[src/rtl/router_modport_pkg.sv]
// Shared types and constants for the three-port packet router.
package router_modport_pkg;

  localparam int ADDR_W              = 2;
  localparam int LEN_W               = 6;
  localparam int NUM_DEST            = 3;
  localparam int DEF_FIFO_DEPTH      = 16;
  localparam int DEF_SOFT_RST_CYCLES = 30;

  typedef enum logic [1:0] {
    DECODE       = 2'd0,
    WAIT_EMPTY   = 2'd1,
    LOAD_DATA    = 2'd2,
    CHECK_PARITY = 2'd3
  } state_t;

  // Destination field of a header byte
  function automatic logic [ADDR_W-1:0] hdr_addr(input logic [7:0] h);
    return h[ADDR_W-1:0];
  endfunction

  // Payload length field of a header byte
  function automatic logic [LEN_W-1:0] hdr_len(input logic [7:0] h);
    return h[7:ADDR_W];
  endfunction

endpackage

[src/rtl/router_fifo.sv]
// Per-destination byte FIFO with occupancy count, registered read data and an
// idle-read timeout that flushes the contents.
module router_fifo
  import router_modport_pkg::*;
#(
  parameter int DEPTH           = DEF_FIFO_DEPTH,
  parameter int SOFT_RST_CYCLES = DEF_SOFT_RST_CYCLES
) (
  input  logic       clk,
  input  logic       rst,
  input  logic       i_wr_en,
  input  logic [7:0] i_wr_data,
  input  logic       i_rd_en,
  output logic [7:0] o_rd_data,
  output logic       o_full,
  output logic       o_empty,
  output logic       o_flush
);

  localparam int PTR_W = $clog2(DEPTH);
  localparam int CNT_W = PTR_W + 1;
  localparam int TMO_W = $clog2(SOFT_RST_CYCLES + 1);

  logic [7:0]       r_mem [DEPTH];
  logic [PTR_W-1:0] r_wr_ptr;
  logic [PTR_W-1:0] r_rd_ptr;
  logic [CNT_W-1:0] r_count;
  logic [TMO_W-1:0] r_idle_cnt;
  logic [7:0]       r_rd_data;

  logic w_do_rd;
  logic w_do_wr;
  logic w_idle;

  assign o_empty   = (r_count == '0);
  assign o_full    = (r_count == CNT_W'(DEPTH));
  assign w_do_rd   = i_rd_en && !o_empty;
  // A full FIFO still takes a write when a word leaves on the same edge
  assign w_do_wr   = i_wr_en && (!o_full || w_do_rd);
  assign w_idle    = !o_empty && !i_rd_en;
  // Last idle cycle before timeout: contents are dropped on this edge
  assign o_flush   = w_idle && (r_idle_cnt == TMO_W'(SOFT_RST_CYCLES - 1));
  assign o_rd_data = r_rd_data;

  // Storage array, no reset so it maps onto block RAM
  always_ff @(posedge clk) begin
    if (w_do_wr) begin
      r_mem[r_wr_ptr] <= i_wr_data;
    end
  end

  // Registered read port; holds its value when nothing is popped
  always_ff @(posedge clk) begin
    if (!rst) begin
      r_rd_data <= 8'h00;
    end else if (w_do_rd) begin
      r_rd_data <= r_mem[r_rd_ptr];
    end
  end

  // Pointers, occupancy and idle timeout
  always_ff @(posedge clk) begin
    if (!rst || o_flush) begin
      r_wr_ptr   <= '0;
      r_rd_ptr   <= '0;
      r_count    <= '0;
      r_idle_cnt <= '0;
    end else begin
      if (w_do_wr) r_wr_ptr <= r_wr_ptr + PTR_W'(1);
      if (w_do_rd) r_rd_ptr <= r_rd_ptr + PTR_W'(1);
      case ({w_do_wr, w_do_rd})
        2'b10:   r_count <= r_count + CNT_W'(1);
        2'b01:   r_count <= r_count - CNT_W'(1);
        default: r_count <= r_count;
      endcase
      r_idle_cnt <= w_idle ? r_idle_cnt + TMO_W'(1) : '0;
    end
  end

endmodule

[src/rtl/router_modport.sv]
// Packet router: decodes header, steers bytes into one of three FIFOs,
// checks XOR parity and throttles the source through busy.
module router_modport
  import router_modport_pkg::*;
#(
  parameter int FIFO_DEPTH      = DEF_FIFO_DEPTH,
  parameter int SOFT_RST_CYCLES = DEF_SOFT_RST_CYCLES
) (
  input  logic       clk,
  input  logic       rst,
  input  logic       pkt_vld,
  input  logic [7:0] din,
  output logic       busy,
  output logic       err,
  input  logic       read_enb_0,
  input  logic       read_enb_1,
  input  logic       read_enb_2,
  output logic       vld_out_0,
  output logic       vld_out_1,
  output logic       vld_out_2,
  output logic [7:0] dout_0,
  output logic [7:0] dout_1,
  output logic [7:0] dout_2
);

  state_t             r_state;
  logic [ADDR_W-1:0]  r_addr;
  logic [7:0]         r_header;
  logic [7:0]         r_parity;
  logic [7:0]         r_rx_parity;
  logic [LEN_W:0]     r_remaining;
  logic               r_err;
  logic               r_discard;

  logic [NUM_DEST-1:0] w_rd_en;
  logic [NUM_DEST-1:0] w_wr_en;
  logic [NUM_DEST-1:0] w_full;
  logic [NUM_DEST-1:0] w_empty;
  logic [NUM_DEST-1:0] w_flush;
  logic [7:0]          w_dout [NUM_DEST];
  logic [7:0]          w_wr_data;
  logic [ADDR_W-1:0]   w_din_addr;
  logic                w_din_empty;
  logic                w_tgt_full;
  logic                w_tgt_empty;
  logic                w_tgt_flush;
  logic                w_accept;

  assign w_rd_en    = {read_enb_2, read_enb_1, read_enb_0};
  assign vld_out_0  = !w_empty[0];
  assign vld_out_1  = !w_empty[1];
  assign vld_out_2  = !w_empty[2];
  assign dout_0     = w_dout[0];
  assign dout_1     = w_dout[1];
  assign dout_2     = w_dout[2];
  assign err        = r_err;
  assign w_din_addr = hdr_addr(din);
  assign w_accept   = pkt_vld && !busy;

  generate
    for (genvar gi = 0; gi < NUM_DEST; gi++) begin : g_fifo
      router_fifo #(
        .DEPTH           (FIFO_DEPTH),
        .SOFT_RST_CYCLES (SOFT_RST_CYCLES)
      ) u_fifo (
        .clk       (clk),
        .rst       (rst),
        .i_wr_en   (w_wr_en[gi]),
        .i_wr_data (w_wr_data),
        .i_rd_en   (w_rd_en[gi]),
        .o_rd_data (w_dout[gi]),
        .o_full    (w_full[gi]),
        .o_empty   (w_empty[gi]),
        .o_flush   (w_flush[gi])
      );
    end
  endgenerate

  // Status of the FIFO addressed by the incoming byte and by the latched header
  always_comb begin
    w_din_empty = 1'b0;
    w_tgt_full  = 1'b0;
    w_tgt_empty = 1'b0;
    w_tgt_flush = 1'b0;
    for (int k = 0; k < NUM_DEST; k++) begin
      if (w_din_addr == ADDR_W'(k)) w_din_empty = w_empty[k];
      if (r_addr == ADDR_W'(k)) begin
        w_tgt_full  = w_full[k];
        w_tgt_empty = w_empty[k];
        w_tgt_flush = w_flush[k];
      end
    end
  end

  // Source back-pressure from the current state
  always_comb begin
    case (r_state)
      DECODE:       busy = 1'b0;
      WAIT_EMPTY:   busy = 1'b1;
      LOAD_DATA:    busy = w_tgt_full;
      default:      busy = 1'b1;
    endcase
  end

  // Route header/payload/parity writes to the selected FIFO
  always_comb begin
    w_wr_en   = '0;
    w_wr_data = din;
    for (int k = 0; k < NUM_DEST; k++) begin
      case (r_state)
        DECODE:
          if (w_accept && !r_discard && w_din_empty && w_din_addr == ADDR_W'(k))
            w_wr_en[k] = 1'b1;
        WAIT_EMPTY:
          if (w_tgt_empty && r_addr == ADDR_W'(k)) begin
            w_wr_en[k] = 1'b1;
            w_wr_data  = r_header;
          end
        LOAD_DATA:
          if (w_accept && r_addr == ADDR_W'(k))
            w_wr_en[k] = 1'b1;
        default: ;
      endcase
    end
  end

  // Packet FSM with parity accumulation and registered error pulse
  always_ff @(posedge clk) begin
    if (!rst) begin
      r_state     <= DECODE;
      r_addr      <= '0;
      r_header    <= 8'h00;
      r_parity    <= 8'h00;
      r_rx_parity <= 8'h00;
      r_remaining <= '0;
      r_err       <= 1'b0;
      r_discard   <= 1'b0;
    end else begin
      r_err <= 1'b0;
      if (r_state != DECODE && w_tgt_flush) begin
        // Target FIFO timed out: drop the packet and swallow its tail
        r_state   <= DECODE;
        r_discard <= 1'b1;
      end else begin
        case (r_state)
          DECODE: begin
            if (r_discard) begin
              if (!pkt_vld) r_discard <= 1'b0;
            end else if (w_accept && w_din_addr != {ADDR_W{1'b1}}) begin
              r_addr      <= w_din_addr;
              r_header    <= din;
              r_parity    <= din;
              r_remaining <= {1'b0, hdr_len(din)} + (LEN_W+1)'(1);
              r_state     <= w_din_empty ? LOAD_DATA : WAIT_EMPTY;
            end
          end
          WAIT_EMPTY: begin
            if (w_tgt_empty) r_state <= LOAD_DATA;
          end
          LOAD_DATA: begin
            if (w_accept) begin
              r_remaining <= r_remaining - (LEN_W+1)'(1);
              if (r_remaining == (LEN_W+1)'(1)) begin
                r_rx_parity <= din;
                r_state     <= CHECK_PARITY;
              end else begin
                r_parity <= r_parity ^ din;
              end
            end
          end
          default: begin
            r_err   <= (r_parity != r_rx_parity);
            r_state <= DECODE;
          end
        endcase
      end
    end
  end

endmodule

[config.mk]
export PLATFORM = sky130hd
export DESIGN_NAME = router_modport
export DESIGN_NICKNAME = d
export VERILOG_FILES = /design/src/rtl/router_modport_pkg.sv /design/src/rtl/router_fifo.sv /design/src/rtl/router_modport.sv
export SDC_FILE = /design/constraint.sdc
export NUM_CORES = 1
export LEC_CHECK = 0
export ABC_AREA = 1
export CORE_MARGIN = 10
export CORE_UTILIZATION = 45
export DETAILED_ROUTE_END_ITERATION = 8
export PLACE_DENSITY = 0.69
export SLEW_MARGIN = 20
export SYNTH_ARGS = -nofsm -noshare
export SYNTH_HDL_FRONTEND = slang
export SYNTH_HIERARCHICAL = 1
export SYNTH_SLANG_ARGS = --single-unit
[constraint.sdc]
create_clock -name clk -period 4.2 [get_ports clk]
set_clock_uncertainty 0.15 [all_clocks]
set_input_delay 0.63 -clock clk [delete_from_list [all_inputs] [get_ports clk]]
set_output_delay 0.63 -clock clk [all_outputs]
set_load 0.01 [all_outputs]
==> results.yml <==
power:
  power_density_nw_per_um2: 590
  total_leakage_power_nw: 10.6
  ir_worst_vdd_mv: 0.379
  finalPower_mw: 15.1
cts:
  clock_latency_ns: 0.58
  cts_buffers: 50
  cts_resized: 0
  cts.sinks: 497
  cts_tree: "yes"
  cts_max_level: 2
  postCtsSetupBuffers: 0
  hold_buffers: 0
  clkSlewWorstSetupHoldPaths_ns: 0.06
  cts_root_buf: "clkbuf_16"
  cts_buffer_depth: 3
global_routing:
  grt_max_degree: 68
  grt_pass1_wl_um: 84500
  grt_pass1_vias: 15783
  track_usage: 0.176
  grt-ovfl-total: 0
  antenna_found_initial: 0
routing:
  via_count: 16370
  wl_um: 53500
  wire_per_inst_um: 16.8
  drt_pre_antenna_iters: 5
  drc_errors: 0
  drt_iter0_drc: 1603
  vias_per_cell: 5.16
  ant_nets: 0
hold_path:
  min_path_type: "flop to flop"
  holdPathStages: 1
  min_to: "g_fifo[1].u_fifo/r_idle_cnt[0]$_SDFF_PP0_"
  min_from: "g_fifo[1].u_fifo/r_idle_cnt[0]$_SDFF_PP0_"
timing:
  maxSlewHeadroom: 0.296
  finalMaxSlewViolations: 0
  hold_viol_final: 0
  rsz0062_at_grt: "no"
  worst_pin_slew_ns: 1.05
  fmax_mhz: 285
  setup-tns-final_ns: 0
  min_period_ns: 3.51
  fin_crit_sh: 0.837
  setup_viol: 0
final_layout:
  drive_above_1_share: 0.0893
  fin_util: 0.520
  final_cell_mix: "nand2_1 (625), edfxtp_1 (384), nand3_1 (309), inv_1 (294), nor2_1 (245)"
  final_nets: 2521
  final_cell_area_um2: 25500
  area_growth_pct: 13.5
  fillers: 4314
  final_common_cell: "nand2_1"
  fin_cells: 3173
critical_path:
  end_kind: "flop"
  crit_fanout: 4
  cp.required_ns: 4.52
  timing.rr.end: "g_fifo[1].u_fifo/r_count[4]$_SDFFE_PP0P_"
  cp-start-kind: "flop"
  critPathKind: "flop to flop"
  reg2regPathDepth: 20
  worstPathArrival_ns: 3.84
  reg2reg_slack_ns: 0.69
  r2r_start: "g_fifo[0].u_fifo/r_count[1]$_SDFFE_PP0P_"
floorplan:
  io_pins: 43
  fp.dieH_um: 244
  core_region_area_um2: 49200
  start_util: 0.458
  rows: 81
  die-area_um2: 59300
  die_w_um: 244
run:
  max_cap_violations: 0
yosys:
  yosysWarningCount: 6
  syn-cell-area_um2: 22500
  syn_nets: 2446
  synth_edf_count: 384
  ys_seq_area_frac: 0.613
  postSynthAreaPerCell_um2: 9.41
  yosys.cell_types.count: 41
  synthArstFlopShare: 0
  synth_ff_type: "edfxtp_1"
  postSynthCellCount: 2392
  ys_seq_elements: 497
placement:
  placed_area_um2: 23900
  port_buffers: 42
  dp.cells: 3079
  hpwl_um: 34300
  place_congestion: 0.869
run_status:
  status: "finished clean"
[metrics by stage]
| step | hold slack (ns) | setup WS, ns |
|---|---|---|
| final | 0.319 | 0.686 |
| after global routing | 0.338 | 0.357 |
| after CTS | 0.326 | 0.668 |
| after detailed placement | 0.312 | 0.269 |
| after global placement | 0.296 | 0.407 |
| after floorplan | 0.274 | 0.370 |
[critical path, cell delays in order, from the launching register on]
cell and delay (ns):
dfxtp_1 0.36, nor2_1 0.21, nand3_2 0.16, inv_1 0.17, o21ai_0 0.10, o21ai_0 0.25
and2_1 0.24, nand4_1 0.13, a21oi_1 0.27, inv_1 0.14, nand2_2 0.10, inv_1 0.09
fa_1 0.40, nand2_1 0.08, nand2_1 0.05, a21oi_1 0.18, nand2_1 0.07, nand2_1 0.08
nand3_1 0.06, nand2_1 0.06, nor2_1 0.04
[where the power goes]
group | total (mW) | switching (mW) | internal, mW | leakage, nW
Clock | 4.40 | 1.85 | 2.55 | 0.785
Sequential | 6.16 | 0.254 | 5.91 | 4.38
Combinational | 4.51 | 3.11 | 1.40 | 5.42
Total | 15.1 | 5.21 | 9.87 | 10.6
[area by class of cell]
type / instances / area, µm² / share of cell area
sequential: 497 / 13800 / 0.540
multi-input combinational: 1482 / 7090 / 0.278
clock buffer: 60 / 1320 / 0.0517
inverter: 321 / 1200 / 0.0472
timing repair buffer: 115 / 981 / 0.0384
tap: 664 / 831 / 0.0325
clock inverter: 33 / 310 / 0.0122
antenna: 1 / 2.50 / 0.0000980
[kinds of logic (layout without fill, tap and decap cells)]
kind of cell    Yosys count  count (layout)  synth area share
buf+inv                 413             529            0.0753
compound gates          157             157            0.0366
xor+xnor                 36              36            0.0140
fa+ha+maj                40              40            0.0232
simple gates           1249            1249             0.238
flops                   497             497             0.613
other cells               0               1                 0
[registers in the layout, summed over array words and instances (netlist names)]
name / count
r_parity: 8
r_state: 2
g_fifo.u_fifo/r_rd_ptr: 12
g_fifo.u_fifo/r_count: 15
r_discard: 1
g_fifo.u_fifo/o_rd_data: 24
err: 1
r_remaining: 7
g_fifo.u_fifo/r_mem: 384
r_rx_parity: 8
r_addr: 1
r_header: 7
g_fifo.u_fifo/r_wr_ptr: 12
g_fifo.u_fifo/r_idle_cnt: 15
[synthesized netlist by cell type (2+ instances only)]
cell | n | area [µm²]
xor2_1 | 19 | 166
nand2_2 | 11 | 68.8
a31oi_1 | 2 | 12.5
nor2_2 | 6 | 37.5
ha_1 | 37 | 463
buf_4 | 15 | 113
xnor2_1 | 17 | 149
nor2_4 | 2 | 22.5
nor2_1 | 245 | 920
nor3_1 | 7 | 35.0
o21ai_2 | 4 | 35.0
a21oi_2 | 4 | 35.0
buf_1 | 4 | 15.0
o21ai_1 | 6 | 30.0
buf_6 | 4 | 45.0
and2_1 | 2 | 12.5
clkbuf_1 | 23 | 86.3
edfxtp_1 | 384 | 11500
buf_2 | 46 | 230
nand4_1 | 22 | 138
nand3_1 | 309 | 1550
dfxtp_1 | 113 | 2260
inv_1 | 294 | 1100
nor3b_1 | 3 | 22.5
fa_1 | 3 | 60.1
clkinv_1 | 6 | 22.5
nand3_2 | 5 | 50.1
nand2_4 | 6 | 67.6
a21oi_1 | 60 | 300
nand2_1 | 625 | 2350
inv_2 | 21 | 78.8
o21ai_0 | 78 | 390
[worst max-delay path by stage]
| stage | depth (start not counted) | start | endpoint |
|---|---|---|---|
| finish | 20 | g_fifo[0].u_fifo/r_count[1]$_SDFFE_PP0P_ | g_fifo[1].u_fifo/r_count[4]$_SDFFE_PP0P_ |
| global placement | 19 | din[0] | g_fifo[1].u_fifo/r_count[4]$_SDFFE_PP0P_ |
| global route | 20 | g_fifo[0].u_fifo/r_count[1]$_SDFFE_PP0P_ | g_fifo[1].u_fifo/r_count[4]$_SDFFE_PP0P_ |
| detailed placement | 11 | din[0] | g_fifo[1].u_fifo/r_mem[9][3]$_DFFE_PP_ |
| CTS | 13 | g_fifo[0].u_fifo/r_count[1]$_SDFFE_PP0P_ | g_fifo[1].u_fifo/r_mem[11][7]$_DFFE_PP_ |
| floorplan | 8 | g_fifo[2].u_fifo/r_count[0]$_SDFFE_PP0P_ | g_fifo[0].u_fifo/r_mem[0][7]$_DFFE_PP_ |
[per-layer routing]
layer	global-route usage	vias to the layer above	wire length (µm)
met5	0	-	0
met4	0.0555	0	1320
met3	0.0275	94	3680
met2	0.305	588	26300
met1	0.223	7741	22200
li1	-	7947	-
(Power assumes the default switching activity.)
